$ cat config.mk
export PLATFORM = sky130hd
export DESIGN_NAME = dphy_lane_hs_sequencer_flat
export DESIGN_NICKNAME = d
export VERILOG_FILES = /design/src/rtl/dphy_lane_pkg.sv /design/src/rtl/dphy_lane_hs_sequencer_if.sv /design/src/rtl/dphy_lane_timer.sv /design/src/rtl/dphy_lane_hs_sequencer.sv /design/src/flat_wrapper.sv
export SDC_FILE = /design/constraint.sdc
export NUM_CORES = 1
export LEC_CHECK = 0
export BUFFER_PORTS_ARGS = -buffer_cell sky130_fd_sc_hd__buf_2
export CAP_MARGIN = 20
export CORE_MARGIN = 4
export CORE_UTILIZATION = 54
export DETAILED_ROUTE_END_ITERATION = 8
export MAX_ROUTING_LAYER = met4
export PLACE_DENSITY_LB_ADDON = 0.15
export SYNTH_ARGS = -nofsm -noshare
export SYNTH_HDL_FRONTEND = slang
export SYNTH_SLANG_ARGS = --single-unit
$ cat constraint.sdc
create_clock -name byte_clk_i -period 2.75 [get_ports byte_clk_i]
set_clock_uncertainty 0.1 [all_clocks]
set_input_delay 0.1375 -clock byte_clk_i [delete_from_list [all_inputs] [get_ports byte_clk_i]]
set_output_delay 0.1375 -clock byte_clk_i [all_outputs]
set_load 0.005 [all_outputs]
$ cat src/rtl/dphy_lane_pkg.sv
// Shared state type and line-level constants for the D-PHY lane HS burst sequencer.
package dphy_lane_pkg;

   typedef enum logic [2:0] {
      StIdle,
      StHsRqst,
      StHsPrep,
      StHsZero,
      StHsSync,
      StHsData,
      StHsTrail,
      StHsExit
   } state_e;

   localparam logic [1:0] LP11 = 2'b11;
   localparam logic [1:0] LP01 = 2'b01;
   localparam logic [1:0] LP00 = 2'b00;

   localparam logic [7:0] SYNC_BYTE_DEFAULT = 8'hB8;

   // {lp_p, lp_n} driven in each state
   function automatic logic [1:0] lp_of_state(input state_e s);
      case (s)
         StIdle, StHsExit: return LP11;
         StHsRqst:         return LP01;
         default:          return LP00;
      endcase
   endfunction

endpackage

$ cat src/rtl/dphy_lane_hs_sequencer_if.sv
// Payload handshake and lane-side outputs of one D-PHY HS lane sequencer.
interface dphy_lane_hs_sequencer_if;
   logic       tx_req_i;
   logic [7:0] tx_data_i;
   logic       tx_valid_i;
   logic       tx_last_i;
   logic       tx_ready_o;
   logic       busy_o;
   logic       lp_p_o;
   logic       lp_n_o;
   logic       hs_en_o;
   logic [7:0] hs_data_o;
   logic       err_underflow_o;

   modport master (
      output tx_req_i, tx_data_i, tx_valid_i, tx_last_i,
      input  tx_ready_o, busy_o, lp_p_o, lp_n_o, hs_en_o, hs_data_o, err_underflow_o
   );

   modport slave (
      input  tx_req_i, tx_data_i, tx_valid_i, tx_last_i,
      output tx_ready_o, busy_o, lp_p_o, lp_n_o, hs_en_o, hs_data_o, err_underflow_o
   );
endinterface

$ cat src/rtl/dphy_lane_timer.sv
// 8-bit load/decrement counter; o_done flags the final cycle of a loaded interval.
module dphy_lane_timer (
   input  logic       byte_clk_i,
   input  logic       reset_n_i,
   input  logic       i_load,
   input  logic [7:0] i_value,
   output logic       o_done
);

   logic [7:0] r_cnt;

   always_ff @(posedge byte_clk_i or negedge reset_n_i) begin
      if (!reset_n_i) begin
         r_cnt <= 8'd0;
      end else if (i_load) begin
         r_cnt <= i_value;
      end else if (r_cnt != 8'd0) begin
         r_cnt <= r_cnt - 8'd1;
      end
   end

   // Loading N makes done high on the Nth cycle after the load edge
   assign o_done = (r_cnt == 8'd1);

endmodule

$ cat src/rtl/dphy_lane_hs_sequencer.sv
// Byte-clock sequencer for one MIPI D-PHY transmit lane: LP request, HS-zero, sync,
// payload, trail and exit, with Moore-decoded line levels and a registered HS byte.
module dphy_lane_hs_sequencer
   import dphy_lane_pkg::*;
#(
   parameter int unsigned T_LPX      = 2,
   parameter int unsigned T_HS_PREP  = 2,
   parameter int unsigned T_HS_ZERO  = 4,
   parameter int unsigned T_HS_TRAIL = 3,
   parameter int unsigned T_HS_EXIT  = 3,
   parameter logic [7:0]  SYNC_BYTE  = SYNC_BYTE_DEFAULT
) (
   input logic                     byte_clk_i,
   input logic                     reset_n_i,
   dphy_lane_hs_sequencer_if.slave bus
);

   localparam logic [7:0] C_LPX   = T_LPX[7:0];
   localparam logic [7:0] C_PREP  = T_HS_PREP[7:0];
   localparam logic [7:0] C_ZERO  = T_HS_ZERO[7:0];
   localparam logic [7:0] C_TRAIL = T_HS_TRAIL[7:0];
   localparam logic [7:0] C_EXIT  = T_HS_EXIT[7:0];

   state_e     r_state;
   logic [7:0] r_hs_data;
   logic       r_err;
   logic       r_trail_bit;
   logic       r_trail_hold;

   logic       w_done;
   logic       w_tmr_load;
   logic [7:0] w_tmr_val;
   logic [1:0] w_lp;

   dphy_lane_timer u_timer (
      .byte_clk_i (byte_clk_i),
      .reset_n_i  (reset_n_i),
      .i_load     (w_tmr_load),
      .i_value    (w_tmr_val),
      .o_done     (w_done)
   );

   // Timer loads coincide with the FSM edges that enter each timed state
   always_comb begin
      w_tmr_load = 1'b0;
      w_tmr_val  = 8'd0;
      case (r_state)
         StIdle: if (bus.tx_req_i) begin
            w_tmr_load = 1'b1;
            w_tmr_val  = C_LPX;
         end
         StHsRqst: if (w_done) begin
            w_tmr_load = 1'b1;
            w_tmr_val  = C_PREP;
         end
         StHsPrep: if (w_done) begin
            w_tmr_load = 1'b1;
            w_tmr_val  = C_ZERO;
         end
         StHsSync, StHsData: if (!bus.tx_valid_i) begin
            w_tmr_load = 1'b1;
            w_tmr_val  = C_TRAIL;
         end
         StHsTrail: begin
            if (r_trail_hold) begin
               w_tmr_load = 1'b1;
               w_tmr_val  = C_TRAIL;
            end else if (w_done) begin
               w_tmr_load = 1'b1;
               w_tmr_val  = C_EXIT;
            end
         end
         default: ;
      endcase
   end

   always_ff @(posedge byte_clk_i or negedge reset_n_i) begin
      if (!reset_n_i) begin
         r_state      <= StIdle;
         r_hs_data    <= 8'h00;
         r_err        <= 1'b0;
         r_trail_bit  <= 1'b0;
         r_trail_hold <= 1'b0;
      end else begin
         case (r_state)
            StIdle: if (bus.tx_req_i) begin
               r_state <= StHsRqst;
               r_err   <= 1'b0;
            end
            StHsRqst: if (w_done) r_state <= StHsPrep;
            StHsPrep: if (w_done) begin
               r_state   <= StHsZero;
               r_hs_data <= 8'h00;
            end
            StHsZero: if (w_done) begin
               r_state   <= StHsSync;
               r_hs_data <= SYNC_BYTE;
            end
            StHsSync, StHsData: begin
               if (bus.tx_valid_i) begin
                  r_hs_data <= bus.tx_data_i;
                  if (bus.tx_last_i) begin
                     r_state      <= StHsTrail;
                     r_trail_bit  <= ~bus.tx_data_i[7];
                     r_trail_hold <= 1'b1;
                  end else begin
                     r_state <= StHsData;
                  end
               end else begin
                  // HS cannot stall: missing byte goes straight to trail
                  r_state      <= StHsTrail;
                  r_err        <= 1'b1;
                  r_trail_bit  <= ~r_hs_data[7];
                  r_hs_data    <= {8{~r_hs_data[7]}};
                  r_trail_hold <= 1'b0;
               end
            end
            StHsTrail: begin
               r_hs_data <= {8{r_trail_bit}};
               if (r_trail_hold) begin
                  r_trail_hold <= 1'b0;
               end else if (w_done) begin
                  r_state <= StHsExit;
               end
            end
            StHsExit: if (w_done) r_state <= StIdle;
            default:  r_state <= StIdle;
         endcase
      end
   end

   assign w_lp                = lp_of_state(r_state);
   assign bus.lp_p_o          = w_lp[1];
   assign bus.lp_n_o          = w_lp[0];
   assign bus.hs_en_o         = (r_state == StHsZero) || (r_state == StHsSync) ||
                                (r_state == StHsData) || (r_state == StHsTrail);
   assign bus.tx_ready_o      = (r_state == StHsSync) || (r_state == StHsData);
   assign bus.busy_o          = (r_state != StIdle);
   assign bus.hs_data_o       = r_hs_data;
   assign bus.err_underflow_o = r_err;

endmodule

$ cat src/flat_wrapper.sv
// flat-port wrapper written by rule: the top's interface ports become plain ports
module dphy_lane_hs_sequencer_flat import dphy_lane_pkg::*;
#(
   parameter int unsigned T_LPX      = 2,
   parameter int unsigned T_HS_PREP  = 2,
   parameter int unsigned T_HS_ZERO  = 4,
   parameter int unsigned T_HS_TRAIL = 3,
   parameter int unsigned T_HS_EXIT  = 3,
   parameter logic [7:0]  SYNC_BYTE  = SYNC_BYTE_DEFAULT
)
  (byte_clk_i, reset_n_i, bus_tx_req_i, bus_tx_data_i, bus_tx_valid_i, bus_tx_last_i, bus_tx_ready_o, bus_busy_o, bus_lp_p_o, bus_lp_n_o, bus_hs_en_o, bus_hs_data_o, bus_err_underflow_o);
  dphy_lane_hs_sequencer_if bus_i ();
  input logic byte_clk_i;
  input logic reset_n_i;
  input wire logic [$bits(bus_i.tx_req_i)-1:0] bus_tx_req_i;
  input wire logic [$bits(bus_i.tx_data_i)-1:0] bus_tx_data_i;
  input wire logic [$bits(bus_i.tx_valid_i)-1:0] bus_tx_valid_i;
  input wire logic [$bits(bus_i.tx_last_i)-1:0] bus_tx_last_i;
  output wire logic [$bits(bus_i.tx_ready_o)-1:0] bus_tx_ready_o;
  output wire logic [$bits(bus_i.busy_o)-1:0] bus_busy_o;
  output wire logic [$bits(bus_i.lp_p_o)-1:0] bus_lp_p_o;
  output wire logic [$bits(bus_i.lp_n_o)-1:0] bus_lp_n_o;
  output wire logic [$bits(bus_i.hs_en_o)-1:0] bus_hs_en_o;
  output wire logic [$bits(bus_i.hs_data_o)-1:0] bus_hs_data_o;
  output wire logic [$bits(bus_i.err_underflow_o)-1:0] bus_err_underflow_o;
  assign bus_i.tx_req_i = bus_tx_req_i;
  assign bus_i.tx_data_i = bus_tx_data_i;
  assign bus_i.tx_valid_i = bus_tx_valid_i;
  assign bus_i.tx_last_i = bus_tx_last_i;
  assign bus_tx_ready_o = bus_i.tx_ready_o;
  assign bus_busy_o = bus_i.busy_o;
  assign bus_lp_p_o = bus_i.lp_p_o;
  assign bus_lp_n_o = bus_i.lp_n_o;
  assign bus_hs_en_o = bus_i.hs_en_o;
  assign bus_hs_data_o = bus_i.hs_data_o;
  assign bus_err_underflow_o = bus_i.err_underflow_o;
  dphy_lane_hs_sequencer #(.T_LPX(T_LPX), .T_HS_PREP(T_HS_PREP), .T_HS_ZERO(T_HS_ZERO), .T_HS_TRAIL(T_HS_TRAIL), .T_HS_EXIT(T_HS_EXIT), .SYNC_BYTE(SYNC_BYTE)) u_core (.byte_clk_i(byte_clk_i), .reset_n_i(reset_n_i), .bus(bus_i));
endmodule
Word-level counts from Yosys, hierarchy flattened
Index checks and enable logic that the tools add are counted.

Register bits after elaboration: 22. Bits of input ports: 13. Logic and storage cells: 83.

Add/subtract/negate cells: 1. Equality and inequality tests: 18. Muxes and demuxes: 37. Bitwise operators: 2. Reductions and logical operators: 19.

Operators by type and width (number): 2-to-1 mux 8 bit (6); one-hot mux 8 bit (5 select lines) (1); one-hot mux 8 bit (4 select lines) (1); 2-to-1 mux 3 bit (8); one-hot mux 3 bit (7 select lines) (1); inequality test 2 bit, second input constant (8); equality test 3 bit, second input constant (4); 2-to-1 mux 2 bit (6); 2-to-1 mux 1 bit (10); equality test 8 x 1 -> 1 bit, second input constant (1); nonzero test 8 bit (1); subtractor 8 x 1 -> 8 bit, second input constant (1); AND reduction 7 bit (1); equality test 3 x 2 -> 1 bit, second input constant (2); AND reduction 3 bit (2); nonzero test 2 bit (3); OR reduction 2 bit (3); logical OR 1 bit (4); one-hot mux 1 bit (2 select lines) (2); one-hot mux 1 bit (4 select lines) (1); one-hot mux 2 bit (2 select lines) (1); AND reduction 2 bit (2); nonzero test 4 bit (1); equality test 3 x 1 -> 1 bit, second input constant (1); 5 further kinds (6).

Depth between registers and ports, before layout
Gate-level depths: netlist (run 1).

Depth after elaboration: 5. Mapped depth: 6. Depth with buffers taken out: 6.

Modules after synthesis
A second synthesis (run 1) with hierarchy kept.

Cell total of the unflattened synthesis: 165. Area total of the unflattened synthesis: 1453.9 um^2.

Modules (own cells, without submodules): dphy_lane_hs_sequencer (times used 1, cells an instance 104, area each 913.4 um^2, seq. area each 350.3 um^2); dphy_lane_timer (times used 1, cells an instance 61, area each 540.5 um^2, seq. area each 200.2 um^2).

Least setup slack after synthesis (run 1)
No wires, ideal clock.

Path kind: register -> register. Start: register u_core.u_timer.r_cnt[0]. End: register u_core.u_timer.r_cnt[7]. Library setup time: 0.129 ns. Data arrival time: 1.696 ns. Data required time: 2.521 ns. Slack: 0.826 ns. Cell stages (with the launch flop): 6. Path buffers: 0. Clock period less this slack: 1.924 ns. Path through: dfrtp_1 -> or4_1 -> a21o_1 -> or4_4 -> xor2_1 -> nor2_2.

Word-level cells in the longest chain between the ends: 5.

RTL lines: start: declaration (line dphy_lane_timer.sv:10) `logic [7:0] r_cnt;`; start signal: assignment (line dphy_lane_timer.sv:16) `r_cnt <= i_value;`; start signal: assignment (line dphy_lane_timer.sv:18) `r_cnt <= r_cnt - 8'd1;`; equality test 8 x 1 -> 1 bit (line dphy_lane_timer.sv:23) `assign o_done = (r_cnt == 8'd1);`; 2-to-1 mux 1 bit (line dphy_lane_hs_sequencer.sv:52, dphy_lane_hs_sequencer.sv:56, dphy_lane_hs_sequencer.sv:68); 2-to-1 mux 1 bit (line dphy_lane_hs_sequencer.sv:65) `if (r_trail_hold) begin`; one-hot mux 1 bit (4 select lines) (line dphy_lane_hs_sequencer.sv:47) `case (r_state)`; 2-to-1 mux 8 bit or nonzero test 2 bit (tied branches).

Several ways; a longest one is shown, not always the timed one. The select of a mux whose other input is x is not followed. A chain may end at the register's enable or synchronous reset.

Worst setup path in the final report (run 1)
Start: register u_core.u_timer.r_cnt[5]. End: register u_core.r_hs_data[6] (netlist: u_core.bus.hs_data_o[6]).

Word-level cells in the longest chain between the ends: 3.

RTL lines: equality test 8 x 1 -> 1 bit * (line dphy_lane_timer.sv:23); inequality test 2 bit (no line); AND reduction 3 bit (no line) *; end signal: assignment (line dphy_lane_hs_sequencer.sv:101) `r_hs_data <= bus.tx_data_i;`; end signal: assignment (line dphy_lane_hs_sequencer.sv:114) `r_hs_data <= {8{~r_hs_data[7]}};`; end signal: assignment (line dphy_lane_hs_sequencer.sv:119) `r_hs_data <= {8{r_trail_bit}};`; end: declaration (line dphy_lane_hs_sequencer.sv:25) `logic [7:0] r_hs_data;`.

Every way passes the cells marked *; elsewhere a longest branch is shown, timed or not.

==> results of run 1 <==
==> worst register-to-register path: stages (launching register included) <==
cell and delay (ns):
sky130_fd_sc_hd__dfrtp_1 0.46, sky130_fd_sc_hd__nor4_4 0.46, sky130_fd_sc_hd__nand3_2 0.24, sky130_fd_sc_hd__nor2_4 0.24, sky130_fd_sc_hd__a21oi_1 0.17, sky130_fd_sc_hd__a221o_1 0.38
==> cell usage in the layout (no fill, tap or decap), types with 2 or more instances in the layout <==
cell,netlist,routed
sky130_fd_sc_hd__nand2b_1,6,6
sky130_fd_sc_hd__nor2_1,14,14
sky130_fd_sc_hd__clkbuf_4,0,3
sky130_fd_sc_hd__nand2_1,7,7
sky130_fd_sc_hd__a221o_1,4,4
sky130_fd_sc_hd__nand3_1,3,3
sky130_fd_sc_hd__nor3b_1,2,2
sky130_fd_sc_hd__o32ai_1,2,2
sky130_fd_sc_hd__nor2b_1,7,7
sky130_fd_sc_hd__and2_1,2,2
sky130_fd_sc_hd__xnor2_1,3,3
sky130_fd_sc_hd__o21a_1,3,3
sky130_fd_sc_hd__a21oi_1,13,13
sky130_fd_sc_hd__buf_2,0,26
sky130_fd_sc_hd__a211oi_1,2,2
sky130_fd_sc_hd__a21boi_1,2,2
sky130_fd_sc_hd__inv_1,4,4
sky130_fd_sc_hd__ha_1,2,2
sky130_fd_sc_hd__o21ai_0,11,11
sky130_fd_sc_hd__xor2_1,3,3
sky130_fd_sc_hd__a21o_1,2,2
sky130_fd_sc_hd__dfrtp_1,22,22
sky130_fd_sc_hd__o21ai_1,2,2
sky130_fd_sc_hd__buf_4,0,2
sky130_fd_sc_hd__mux2i_1,2,2
sky130_fd_sc_hd__nor3_1,2,2
sky130_fd_sc_hd__a211o_1,2,2
==> registers in the layout, summed over array words and instances, names as in the netlist <==
signal	cells
u_core.u_timer.r_cnt	8
u_core.r_state	3
u_core.bus.err_underflow_o	1
u_core.bus.hs_data_o	8
u_core.r_trail_hold	1
u_core.r_trail_bit	1
==> layer usage <==
metal,share of wire (%),up-vias,global-route usage (%)
met4,0.71,0,7.95
met5,0,-,-
met2,49,34,30.2
met1,45,581,28.0
met3,5.7,4,3.34
li1,-,587,-
==> through the flow <==
stage | setup slack, ns | total power, mW | util, % | area [um^2]
after global routing | 0.395 | 1.90 | 67.7 | 1540
after global placement | 0.762 | 1.52 | 65.6 | 1490
final | 0.604 | 1.74 | 67.7 | 1540
after detailed placement | 0.645 | 1.56 | 65.6 | 1490
after CTS | 0.625 | 1.75 | 67.7 | 1540
after floorplan | 0.826 | 1.28 | - | 1340
==> cell type report <==
class	instances	area, um^2
multi-input combinational	114	748
fill	188	736
sequential	22	551
timing repair buffer	29	155
clock buffer	4	36.3
tap	28	35.0
inverter	4	15.0
==> cells by family after synthesis <==
| group | count (synthesis) | synth area share [%] |
|---|---|---|
| flops | 22 | 41.2 |
| simple gates | 53 | 23.1 |
| mux | 2 | 1.50 |
| compound gates | 51 | 25.6 |
| fa+ha+maj | 2 | 1.87 |
| buf+inv | 10 | 2.81 |
| xor+xnor | 6 | 3.93 |
==> worst paths after layout <==
| path | slack, ns | cells after the start | start | end |
|---|---|---|---|---|
| max | 0.60 | 5 | u_core.u_timer.r_cnt[5] | u_core.bus.hs_data_o[6] |
| max in group asynchronous | 2.01 | 2 | reset_n_i | u_core.r_trail_bit |
| min | 0.009 | 2 | bus_tx_valid_i | u_core.r_trail_bit |
| max reg2reg | 0.60 | 5 | u_core.u_timer.r_cnt[5] | u_core.bus.hs_data_o[6] |
| min reg2reg | 0.43 | 1 | u_core.bus.hs_data_o[2] | u_core.bus.hs_data_o[2] |
| min in group asynchronous | 0.21 | 2 | reset_n_i | u_core.u_timer.r_cnt[4] |
==> power by group <==
group	internal, mW	total [mW]	switching (mW)
Clock	0.0808	0.181	0.0998
Sequential	0.465	0.636	0.171
Combinational	0.431	0.923	0.491
Total	0.978	1.74	0.762
==> metrics.txt, run 1 <==
# TYPE chip_impl_metric gauge
chip_impl_info{name="run_status",value="complete, no violations"} 1
chip_impl_metric{name="ir_worst_vdd",unit="V"} 0.000796
chip_impl_metric{name="powerDensity",unit="nW/um^2"} 1130
chip_impl_metric{name="finalNonFillerCells",unit=""} 201
chip_impl_metric{name="cts_sinks",unit=""} 22
chip_impl_metric{name="clock_insertion_delay_worst_skew",unit="ns"} 0.31
chip_impl_metric{name="worst_pin_slew",unit="ns"} 0.627
chip_impl_info{name="synth.most_common_cell",value="sky130_fd_sc_hd__dfrtp_1"} 1
chip_impl_metric{name="postCtsSetupRepairBufs",unit=""} 0
chip_impl_metric{name="drt_iter0_markers",unit=""} 42
chip_impl_info{name="root_buffer",value="sky130_fd_sc_hd__clkbuf_4"} 1
chip_impl_metric{name="wl",unit="um"} 3120
chip_impl_metric{name="synth_top_area_share",unit="%"} 41.2
chip_impl_metric{name="worst-endpoint-arrival",unit="ns"} 2.25
chip_impl_metric{name="routed_wire_length_per_instance",unit="um"} 15.5
chip_impl_info{name="worstSetupPathType",value="reg -> reg"} 1
chip_impl_metric{name="cp.buffers_inverters",unit=""} 0
chip_impl_info{name="crit_path_top_delay_cell",value="sky130_fd_sc_hd__dfrtp_1"} 1
chip_impl_metric{name="grt_start_max_net_pins",unit=""} 23
chip_impl_metric{name="via_per_inst",unit=""} 6.00
chip_impl_metric{name="final.period_utilization",unit="%"} 78.0
chip_impl_metric{name="clock_tree.htree_level_count",unit=""} 1
chip_impl_info{name="synth_area_leaders",value="sky130_fd_sc_hd__dfrtp_1 41%, sky130_fd_sc_hd__a21oi_1 4.9%, sky130_fd_sc_hd__o21ai_0 4.1%, sky130_fd_sc_hd__nor2_1 3.9%, sky130_fd_sc_hd__nor2b_1 3.3%"} 1
chip_impl_metric{name="worst_ep_required_time",unit="ns"} 2.85
chip_impl_metric{name="hold_buffers",unit=""} 1
chip_impl_metric{name="synth-edff-count",unit=""} 0
chip_impl_metric{name="p_leak",unit="nW"} 0.701
chip_impl_metric{name="share_of_layout_cells_above_drive_strength_1",unit="%"} 22.0
chip_impl_metric{name="vias_in_the_first_global_route",unit=""} 1199
chip_impl_metric{name="drtPass1Iterations",unit=""} 5
chip_impl_metric{name="cts-buffers-inserted",unit=""} 3
chip_impl_metric{name="synth_fp_nets",unit=""} 161
chip_impl_metric{name="design.portCount",unit=""} 27
chip_impl_metric{name="cts_max_path_buffers",unit=""} 2
chip_impl_metric{name="cts_resized",unit=""} 0
chip_impl_metric{name="synth.avg_cell_area",unit="um^2"} 9.15
chip_impl_metric{name="maxCapViolCount",unit=""} 0
chip_impl_metric{name="synthesis.area",unit="um^2"} 1340
chip_impl_metric{name="grt_first_pass_wirelength",unit="um"} 5290
chip_impl_metric{name="sequential_to_total_area_share_from_yosys_stat",unit="%"} 41.2
chip_impl_metric{name="clkSlewWorstSetupHoldPaths",unit="ns"} 0.12
chip_impl_metric{name="maximum_fanout_count_along_the_critical_path",unit=""} 8
chip_impl_metric{name="die-area",unit="um^2"} 3330
chip_impl_metric{name="via_count",unit=""} 1206
chip_impl_metric{name="grt_antenna_before_repair",unit=""} 0
chip_impl_metric{name="fp-row-count",unit=""} 17
chip_impl_metric{name="placed_cells_incl_taps",unit=""} 196
chip_impl_metric{name="hold_violations",unit=""} 0
chip_impl_info{name="worst_path_dominant_cell_family",value="simple AND/OR/NAND/NOR gates"} 1
chip_impl_metric{name="antenna-diode-count",unit=""} 0
chip_impl_metric{name="cpPeakStageDelay",unit="ns"} 0.46
chip_impl_metric{name="async_reset_ff_share",unit="%"} 100
chip_impl_metric{name="timing.slew.headroom",unit="%"} 57.6
chip_impl_info{name="postSynth.topFlopCell",value="sky130_fd_sc_hd__dfrtp_1"} 1
chip_impl_metric{name="hold_ws",unit="ns"} 0.00906
chip_impl_metric{name="die_height",unit="um"} 57.7
chip_impl_metric{name="fin_crit",unit="ns"} 2.15
chip_impl_metric{name="report.final.setup_viol",unit=""} 0
chip_impl_info{name="crit_path_start_kind",value="register"} 1
chip_impl_metric{name="netlist_instances",unit=""} 146
chip_impl_metric{name="yosysWarnings",unit=""} 0
chip_impl_metric{name="place.gp.congestion",unit=""} 0.859
chip_impl_metric{name="fmaxAchievable",unit="MHz"} 466
chip_impl_metric{name="detailed_place_hpwl",unit="um"} 2370
chip_impl_metric{name="final_nets",unit=""} 189
chip_impl_info{name="hold_path.class",value="in -> reg"} 1
chip_impl_metric{name="numPortBuffers",unit=""} 26
chip_impl_metric{name="core_box_area",unit="um^2"} 2280
chip_impl_metric{name="initial_util",unit="%"} 58.7
chip_impl_info{name="synth.cells.most_frequent",value="22 x sky130_fd_sc_hd__dfrtp_1, 14 x sky130_fd_sc_hd__nor2_1, 13 x sky130_fd_sc_hd__a21oi_1"} 1
chip_impl_metric{name="report.final.slew_viol_count",unit=""} 0
chip_impl_metric{name="synth_cell_types",unit=""} 44
chip_impl_metric{name="drc",unit=""} 0
chip_impl_metric{name="die_width",unit="um"} 57.7
chip_impl_info{name="capturing_element_type_of_the_critical_path",value="register"} 1
chip_impl_info{name="cts_tree",value="done"} 1
chip_impl_metric{name="synth-seq-cells",unit=""} 22
chip_impl_info{name="rsz_0062_raised_after_global_routing",value="false"} 1
chip_impl_metric{name="all_layer_gr_usage",unit="%"} 20.4
chip_impl_metric{name="grt.overflow.total",unit=""} 0
chip_impl_metric{name="fin_tns_setup",unit="ns"} 0
chip_impl_metric{name="flow.area_growth_from_synthesis",unit="%"} 15.3
chip_impl_metric{name="postRouteAntennaNets",unit=""} 0
chip_impl_info{name="synth.largest_area_cell",value="sky130_fd_sc_hd__dfrtp_1"} 1
chip_impl_info{name="list_of_cells_traversed_by_the_critical_path",value="nor4_4 > nand3_2 > nor2_4 > a21oi_1 > a221o_1"} 1
(Power assumes the default switching activity.)
==> inputs of run 2 (changes only) <==
- clock period: 2.75 -> 2.18 ns (I/O delays scaled with it)
==> metrics.txt, run 2 (synthesis gave the netlist of run 1 again) <==
# TYPE chip_impl_metric gauge
chip_impl_metric{name="report.final.slew_viol_count",unit=""} 0
chip_impl_metric{name="fmaxAchievable",unit="MHz"} 492
chip_impl_metric{name="worst_pin_slew",unit="ns"} 0.596
chip_impl_metric{name="cp.buffers_inverters",unit=""} 0
chip_impl_metric{name="detailed_place_hpwl",unit="um"} 2400
chip_impl_info{name="highest_layer",value="met4"} 1
chip_impl_metric{name="power.share.clock",unit="%"} 10.2
chip_impl_metric{name="stdcell_area",unit="um^2"} 1610
chip_impl_metric{name="net-switching-power",unit="uW"} 979
chip_impl_metric{name="die_height",unit="um"} 57.7
chip_impl_metric{name="report.final.setup_viol",unit=""} 0
chip_impl_metric{name="all_layer_gr_usage",unit="%"} 20.2
chip_impl_metric{name="cellInternalPower",unit="mW"} 1.30
chip_impl_metric{name="holdPathStages",unit=""} 3
chip_impl_metric{name="drtPass1Iterations",unit=""} 4
chip_impl_metric{name="hold_violations",unit=""} 0
chip_impl_metric{name="initial_util",unit="%"} 58.7
chip_impl_metric{name="final.period_utilization",unit="%"} 93.3
chip_impl_metric{name="antenna-diode-count",unit=""} 0
chip_impl_info{name="cts_tree",value="done"} 1
chip_impl_metric{name="seq_power_share",unit="%"} 34.1
chip_impl_metric{name="grt_first_pass_wirelength",unit="um"} 5220
chip_impl_metric{name="grt_antenna_before_repair",unit=""} 0
chip_impl_metric{name="maxCapViolCount",unit=""} 0
chip_impl_info{name="list_of_cells_traversed_by_the_critical_path",value="or4_1 > a21o_1 > or4_4 > xor2_1 > nor2_2"} 1
chip_impl_info{name="capturing_element_type_of_the_critical_path",value="register"} 1
chip_impl_metric{name="via_per_inst",unit=""} 6.02
chip_impl_info{name="run_status",value="complete, no violations"} 1
chip_impl_metric{name="drc",unit=""} 0
chip_impl_metric{name="core_box_area",unit="um^2"} 2280
chip_impl_metric{name="maximum_fanout_count_along_the_critical_path",unit=""} 5
chip_impl_metric{name="p_leak",unit="nW"} 0.746
chip_impl_metric{name="drt_iter0_markers",unit=""} 67
chip_impl_metric{name="postRouteAntennaNets",unit=""} 0
chip_impl_metric{name="ir_worst_vdd",unit="V"} 0.000896
chip_impl_info{name="hold_path.class",value="in -> reg"} 1
chip_impl_metric{name="wl",unit="um"} 3250
chip_impl_metric{name="fillerInstances",unit=""} 182
chip_impl_metric{name="combPwrFrac",unit="%"} 55.7
chip_impl_metric{name="critical_path_cell_count",unit=""} 5
chip_impl_metric{name="routed_wire_length_per_instance",unit="um"} 15.5
chip_impl_metric{name="cts_max_path_buffers",unit=""} 2
chip_impl_metric{name="numPortBuffers",unit=""} 26
chip_impl_metric{name="fin_crit",unit="ns"} 2.03
chip_impl_metric{name="flow.area_growth_from_synthesis",unit="%"} 20.5
chip_impl_metric{name="place_area",unit="um^2"} 1530
chip_impl_info{name="worst_path_dominant_cell_family",value="simple AND/OR/NAND/NOR gates"} 1
chip_impl_metric{name="vias_in_the_first_global_route",unit=""} 1163
chip_impl_metric{name="p_sw_share",unit="%"} 42.9
chip_impl_metric{name="grt.overflow.total",unit=""} 0
chip_impl_metric{name="design.portCount",unit=""} 27
chip_impl_metric{name="clock_tree.htree_level_count",unit=""} 1
chip_impl_metric{name="powerDensity",unit="nW/um^2"} 1420
chip_impl_metric{name="fp-row-count",unit=""} 17
chip_impl_metric{name="share_of_layout_cells_above_drive_strength_1",unit="%"} 25.3
chip_impl_metric{name="fin_tns_setup",unit="ns"} 0
chip_impl_metric{name="die-area",unit="um^2"} 3330
chip_impl_metric{name="via_count",unit=""} 1265
chip_impl_metric{name="drt-met1-wl",unit="um"} 1380
chip_impl_info{name="root_buffer",value="sky130_fd_sc_hd__clkbuf_4"} 1
chip_impl_metric{name="cts-buffers-inserted",unit=""} 3
chip_impl_metric{name="worst_ep_required_time",unit="ns"} 2.28
chip_impl_metric{name="final_nets",unit=""} 198
chip_impl_metric{name="clkSlewWorstSetupHoldPaths",unit="ns"} 0.13
chip_impl_metric{name="timing.slew.headroom",unit="%"} 59.7
chip_impl_info{name="rsz_0062_raised_after_global_routing",value="false"} 1
chip_impl_metric{name="place.gp.congestion",unit=""} 0.928
chip_impl_metric{name="reg2reg_slack",unit="ns"} 0.15
chip_impl_info{name="crit_path_start_kind",value="register"} 1
chip_impl_metric{name="clock_insertion_delay_worst_skew",unit="ns"} 0.31
chip_impl_info{name="worstSetupPathType",value="reg -> reg"} 1
chip_impl_metric{name="met2_wirelength",unit="um"} 1560
chip_impl_info{name="crit_path_top_delay_cell",value="sky130_fd_sc_hd__or4_1"} 1
chip_impl_metric{name="cpPeakStageDelay",unit="ns"} 0.53
chip_impl_metric{name="cts_sinks",unit=""} 22
chip_impl_metric{name="rr_worst_depth",unit=""} 5
chip_impl_metric{name="grt_start_max_net_pins",unit=""} 23
chip_impl_info{name="mostFrequentLayoutCell",value="sky130_fd_sc_hd__buf_2"} 1
chip_impl_info{name="layout.cells.most_common_list",value="26 x sky130_fd_sc_hd__buf_2, 22 x sky130_fd_sc_hd__dfrtp_1, 14 x sky130_fd_sc_hd__nor2_1"} 1
chip_impl_metric{name="dr_wl_met3",unit="um"} 230
chip_impl_metric{name="worst-endpoint-arrival",unit="ns"} 2.13
chip_impl_metric{name="die_width",unit="um"} 57.7
## run 2: through the flow
step           setup WS (ns)  util, %  hold WS [ns]  std cells  power, mW
2_1_floorplan          0.256        -        -0.287        146       1.62
3_3_place_gp           0.220     67.3      -0.00887        201       1.94
3_5_place_dp           0.175     67.3       0.00241        201       1.99
4_1_cts                0.157     69.8        0.0106        207       2.23
5_1_grt               0.0342     70.8        0.0266        210       2.47
6_report               0.146     70.8        0.0134        210       2.28
## run 2: power groups by stage
stage / sequential [mW] / clock [mW] / combinational, mW
2_1_floorplan: 0.743 / 0 / 0.873
3_3_place_gp: 0.766 / 0 / 1.17
3_5_place_dp: 0.783 / 0 / 1.21
4_1_cts: 0.776 / 0.233 / 1.22
5_1_grt: 0.802 / 0.255 / 1.41
6_report: 0.778 / 0.232 / 1.27
## run 2: area by class of cell
type / count / area [um^2] / area share, %
flip-flops and latches: 22 / 551 / 34.2
repair buffers: 38 / 225 / 14.0
well taps: 28 / 35.0 / 2.18
inverters: 4 / 15.0 / 0.932
clock buffers: 4 / 36.3 / 2.25
multi-input cells: 114 / 748 / 46.5
## run 2: worst reg2reg max path, cell delays in order, from the launching register on
cell and delay [ns]:
sky130_fd_sc_hd__dfrtp_1 0.46, sky130_fd_sc_hd__or4_1 0.53, sky130_fd_sc_hd__a21o_1 0.20, sky130_fd_sc_hd__or4_4 0.42
sky130_fd_sc_hd__xor2_1 0.18, sky130_fd_sc_hd__nor2_2 0.05
## run 2: worst paths after layout
path	from	to
setup / recovery	u_core.u_timer.r_cnt[0]	u_core.u_timer.r_cnt[7]
hold / removal	bus_tx_data_i[0]	u_core.bus.hs_data_o[0]
max in group asynchronous	reset_n_i	u_core.r_state[1]
hold reg to reg	u_core.bus.err_underflow_o	u_core.bus.err_underflow_o
setup reg to reg	u_core.u_timer.r_cnt[0]	u_core.u_timer.r_cnt[7]
min in group asynchronous	reset_n_i	u_core.r_state[0]
## run 2: what timing repair did
item / 4_1_cts / 5_1_grt
resized for setup: 0 / 0
endpoints found under the setup margin: 0 / 1
buffers inserted: 0 / 3
endpoints found under the hold margin: 23 / 0
hold buffers: 2 / 0
## run 2: metal layers
metal	track usage, %	up-vias
li1	-	608
met1	25.5	594
met2	31.8	51
met3	3.56	12
met4	8.28	0
met5	-	-
==> inputs of run 3 (changes only) <==
--- a/config.mk
+++ b/config.mk
@@ -11,2 +11,3 @@
 export CORE_UTILIZATION = 54
+export CTS_CLUSTER_SIZE = 25
 export DETAILED_ROUTE_END_ITERATION = 8
==> constraint.sdc (replaced) <==
create_clock -name byte_clk_i -period 2.18 [get_ports byte_clk_i]
set_clock_uncertainty 0.1 [all_clocks]
set_input_delay 0.218 -clock byte_clk_i [delete_from_list [all_inputs] [get_ports byte_clk_i]]
set_output_delay 0.218 -clock byte_clk_i [all_outputs]
set_load 0.005 [all_outputs]
==> metrics.txt, run 3 (synthesis gave the netlist of run 1 again) <==
# TYPE chip_impl_metric gauge
chip_impl_metric{name="worst-endpoint-arrival",unit="ns"} 2.13
chip_impl_metric{name="detailed_place_hpwl",unit="um"} 2400
chip_impl_info{name="run_status",value="complete, no violations"} 1
chip_impl_metric{name="cts-buffers-inserted",unit=""} 3
chip_impl_metric{name="p_leak",unit="nW"} 0.742
chip_impl_metric{name="clock_tree.htree_level_count",unit=""} 1
chip_impl_info{name="hold_path.class",value="in -> reg"} 1
chip_impl_metric{name="cts_resized",unit=""} 0
chip_impl_metric{name="hold_violations",unit=""} 0
chip_impl_metric{name="worst_ep_required_time",unit="ns"} 2.28
chip_impl_metric{name="report.final.setup_viol",unit=""} 0
chip_impl_metric{name="timing.slew.headroom",unit="%"} 55.4
chip_impl_metric{name="setup_ws",unit="ns"} 0.147
chip_impl_metric{name="share_of_layout_cells_above_drive_strength_1",unit="%"} 25.4
chip_impl_metric{name="fmaxAchievable",unit="MHz"} 492
chip_impl_metric{name="clock_insertion_delay_worst_skew",unit="ns"} 0.31
chip_impl_metric{name="initial_util",unit="%"} 58.7
chip_impl_info{name="root_buffer",value="sky130_fd_sc_hd__clkbuf_4"} 1
chip_impl_metric{name="grt_antenna_before_repair",unit=""} 0
chip_impl_metric{name="maxCapViolCount",unit=""} 0
chip_impl_metric{name="grt.overflow.total",unit=""} 0
chip_impl_metric{name="final.period_utilization",unit="%"} 93.3
chip_impl_metric{name="cp.buffers_inverters",unit=""} 0
chip_impl_info{name="list_of_cells_traversed_by_the_critical_path",value="or4_1 > a21o_1 > or4_4 > xor2_1 > nor2_2"} 1
chip_impl_info{name="capturing_element_type_of_the_critical_path",value="register"} 1
chip_impl_metric{name="worst_pin_slew",unit="ns"} 0.659
chip_impl_metric{name="die-area",unit="um^2"} 3330
chip_impl_metric{name="cellInternalPower",unit="mW"} 1.30
chip_impl_metric{name="vias_in_the_first_global_route",unit=""} 1152
chip_impl_metric{name="postRouteAntennaNets",unit=""} 0
chip_impl_metric{name="flow.area_growth_from_synthesis",unit="%"} 19.8
chip_impl_metric{name="regArea",unit="um^2"} 551
chip_impl_metric{name="p_sw_share",unit="%"} 42.9
chip_impl_metric{name="drtPass1Iterations",unit=""} 4
chip_impl_metric{name="report.final.slew_viol_count",unit=""} 0
chip_impl_metric{name="detailedPlace.worstSlack",unit="ns"} 0.175
chip_impl_metric{name="die_width",unit="um"} 57.7
chip_impl_metric{name="routed_wire_length_per_instance",unit="um"} 15.5
chip_impl_metric{name="numPortBuffers",unit=""} 26
chip_impl_info{name="rsz_0062_raised_after_global_routing",value="false"} 1
chip_impl_info{name="crit_path_start_kind",value="register"} 1
chip_impl_info{name="mostFrequentLayoutCell",value="sky130_fd_sc_hd__buf_2"} 1
chip_impl_metric{name="clkSlewWorstSetupHoldPaths",unit="ns"} 0.13
chip_impl_metric{name="cpPeakStageDelay",unit="ns"} 0.53
chip_impl_metric{name="hold_ws",unit="ns"} 0.0966
chip_impl_metric{name="cts_sinks",unit=""} 22
chip_impl_metric{name="grt_first_pass_wirelength",unit="um"} 5180
chip_impl_metric{name="fin_tns_setup",unit="ns"} 0
chip_impl_info{name="layout.cells.most_common_list",value="26 x sky130_fd_sc_hd__buf_2, 22 x sky130_fd_sc_hd__dfrtp_1, 14 x sky130_fd_sc_hd__nor2_1"} 1
chip_impl_metric{name="combined_area_of_the_multi_input_logic_cells",unit="um^2"} 748
chip_impl_metric{name="design.portCount",unit=""} 27
chip_impl_metric{name="grt_start_max_net_pins",unit=""} 23
chip_impl_metric{name="fin_crit",unit="ns"} 2.03
chip_impl_metric{name="combPwrFrac",unit="%"} 55.7
chip_impl_metric{name="seq_power_share",unit="%"} 34.1
chip_impl_metric{name="fillerInstances",unit=""} 183
chip_impl_metric{name="antenna-diode-count",unit=""} 0
chip_impl_metric{name="drc",unit=""} 0
chip_impl_metric{name="stdcell_area",unit="um^2"} 1600
chip_impl_metric{name="powerDensity",unit="nW/um^2"} 1430
chip_impl_metric{name="wl",unit="um"} 3240
chip_impl_info{name="worst_path_dominant_cell_family",value="simple AND/OR/NAND/NOR gates"} 1
chip_impl_metric{name="place_area",unit="um^2"} 1530
chip_impl_metric{name="ir_worst_vdd",unit="V"} 0.000895
chip_impl_metric{name="drt_iter0_markers",unit=""} 74
chip_impl_metric{name="fp-row-count",unit=""} 17
chip_impl_metric{name="via_per_inst",unit=""} 6.00
chip_impl_info{name="cts_tree",value="done"} 1
chip_impl_metric{name="cts_max_path_buffers",unit=""} 2
chip_impl_metric{name="via_count",unit=""} 1253
chip_impl_metric{name="place.gp.congestion",unit=""} 0.928
chip_impl_metric{name="die_height",unit="um"} 57.7
chip_impl_info{name="crit_path_top_delay_cell",value="sky130_fd_sc_hd__or4_1"} 1
chip_impl_metric{name="final_nets",unit=""} 197
chip_impl_metric{name="all_layer_gr_usage",unit="%"} 19.9
chip_impl_metric{name="power.share.clock",unit="%"} 10.1
chip_impl_metric{name="net-switching-power",unit="uW"} 979
chip_impl_info{name="worstSetupPathType",value="reg -> reg"} 1
chip_impl_metric{name="maximum_fanout_count_along_the_critical_path",unit=""} 5
chip_impl_metric{name="core_box_area",unit="um^2"} 2280
==> run 3: changes by cell type in the layout (fill, tap and decap cells not counted), sizes merged <==
cell / before / now
dlygate4sd3: 2 / 1
==> run 3: layout make-up <==
| type | instances | area share, % |
|---|---|---|
| Tap cell | 28 | 2.19 |
| Clock buffer | 4 | 2.27 |
| Timing Repair Buffer | 37 | 13.4 |
| Inverter | 4 | 0.938 |
| Sequential cell | 22 | 34.4 |
| Multi-Input combinational cell | 114 | 46.8 |
==> run 3: routing by layer <==
layer / up-vias / part of all wire (%) / wire, um / GRT usage, %
li1: 604 / - / - / -
met1: 586 / 43 / 1390 / 25.5
met2: 55 / 49 / 1570 / 31.6
met3: 8 / 7.3 / 237 / 3.34
met4: 0 / 1.1 / 36 / 7.28
met5: - / 0 / 0 / -
==> run 3: repair_timing <==
| action | CTS | global route |
|---|---|---|
| setup endpoints to repair | 0 | 1 |
| hold buffers | 1 | 0 |
| setup buffers | 0 | 3 |
| endpoints found under the hold margin | 22 | 0 |
==> run 3: stage by stage <==
step           std cells  utilization [%]  total power [mW]
2_1_floorplan        146                -              1.62
3_3_place_gp         201             67.3              1.94
3_5_place_dp         201             67.3              1.99
4_1_cts              206             69.3              2.22
5_1_grt              209             70.3              2.47
6_report             209             70.3              2.28
==> run 3: worst paths after layout <==
path	start	end	slack [ns]	depth (start not counted)
hold reg to reg	u_core.bus.err_underflow_o	u_core.bus.err_underflow_o	0.42	2
setup reg to reg	u_core.u_timer.r_cnt[0]	u_core.u_timer.r_cnt[7]	0.15	5
max in group asynchronous	reset_n_i	u_core.r_state[1]	1.35	2
hold / removal	bus_tx_valid_i	u_core.r_trail_bit	0.1	2
min in group asynchronous	reset_n_i	u_core.r_state[0]	0.29	2
setup / recovery	u_core.u_timer.r_cnt[0]	u_core.u_timer.r_cnt[7]	0.15	5
==> run 3: power by group through the flow <==
stage / sequential, mW / clock [mW] / combinational (mW)
after floorplan: 0.743 / 0 / 0.873
after CTS: 0.776 / 0.233 / 1.21
final: 0.778 / 0.231 / 1.27
after detailed placement: 0.783 / 0 / 1.21
after global placement: 0.766 / 0 / 1.17
after global routing: 0.802 / 0.255 / 1.41
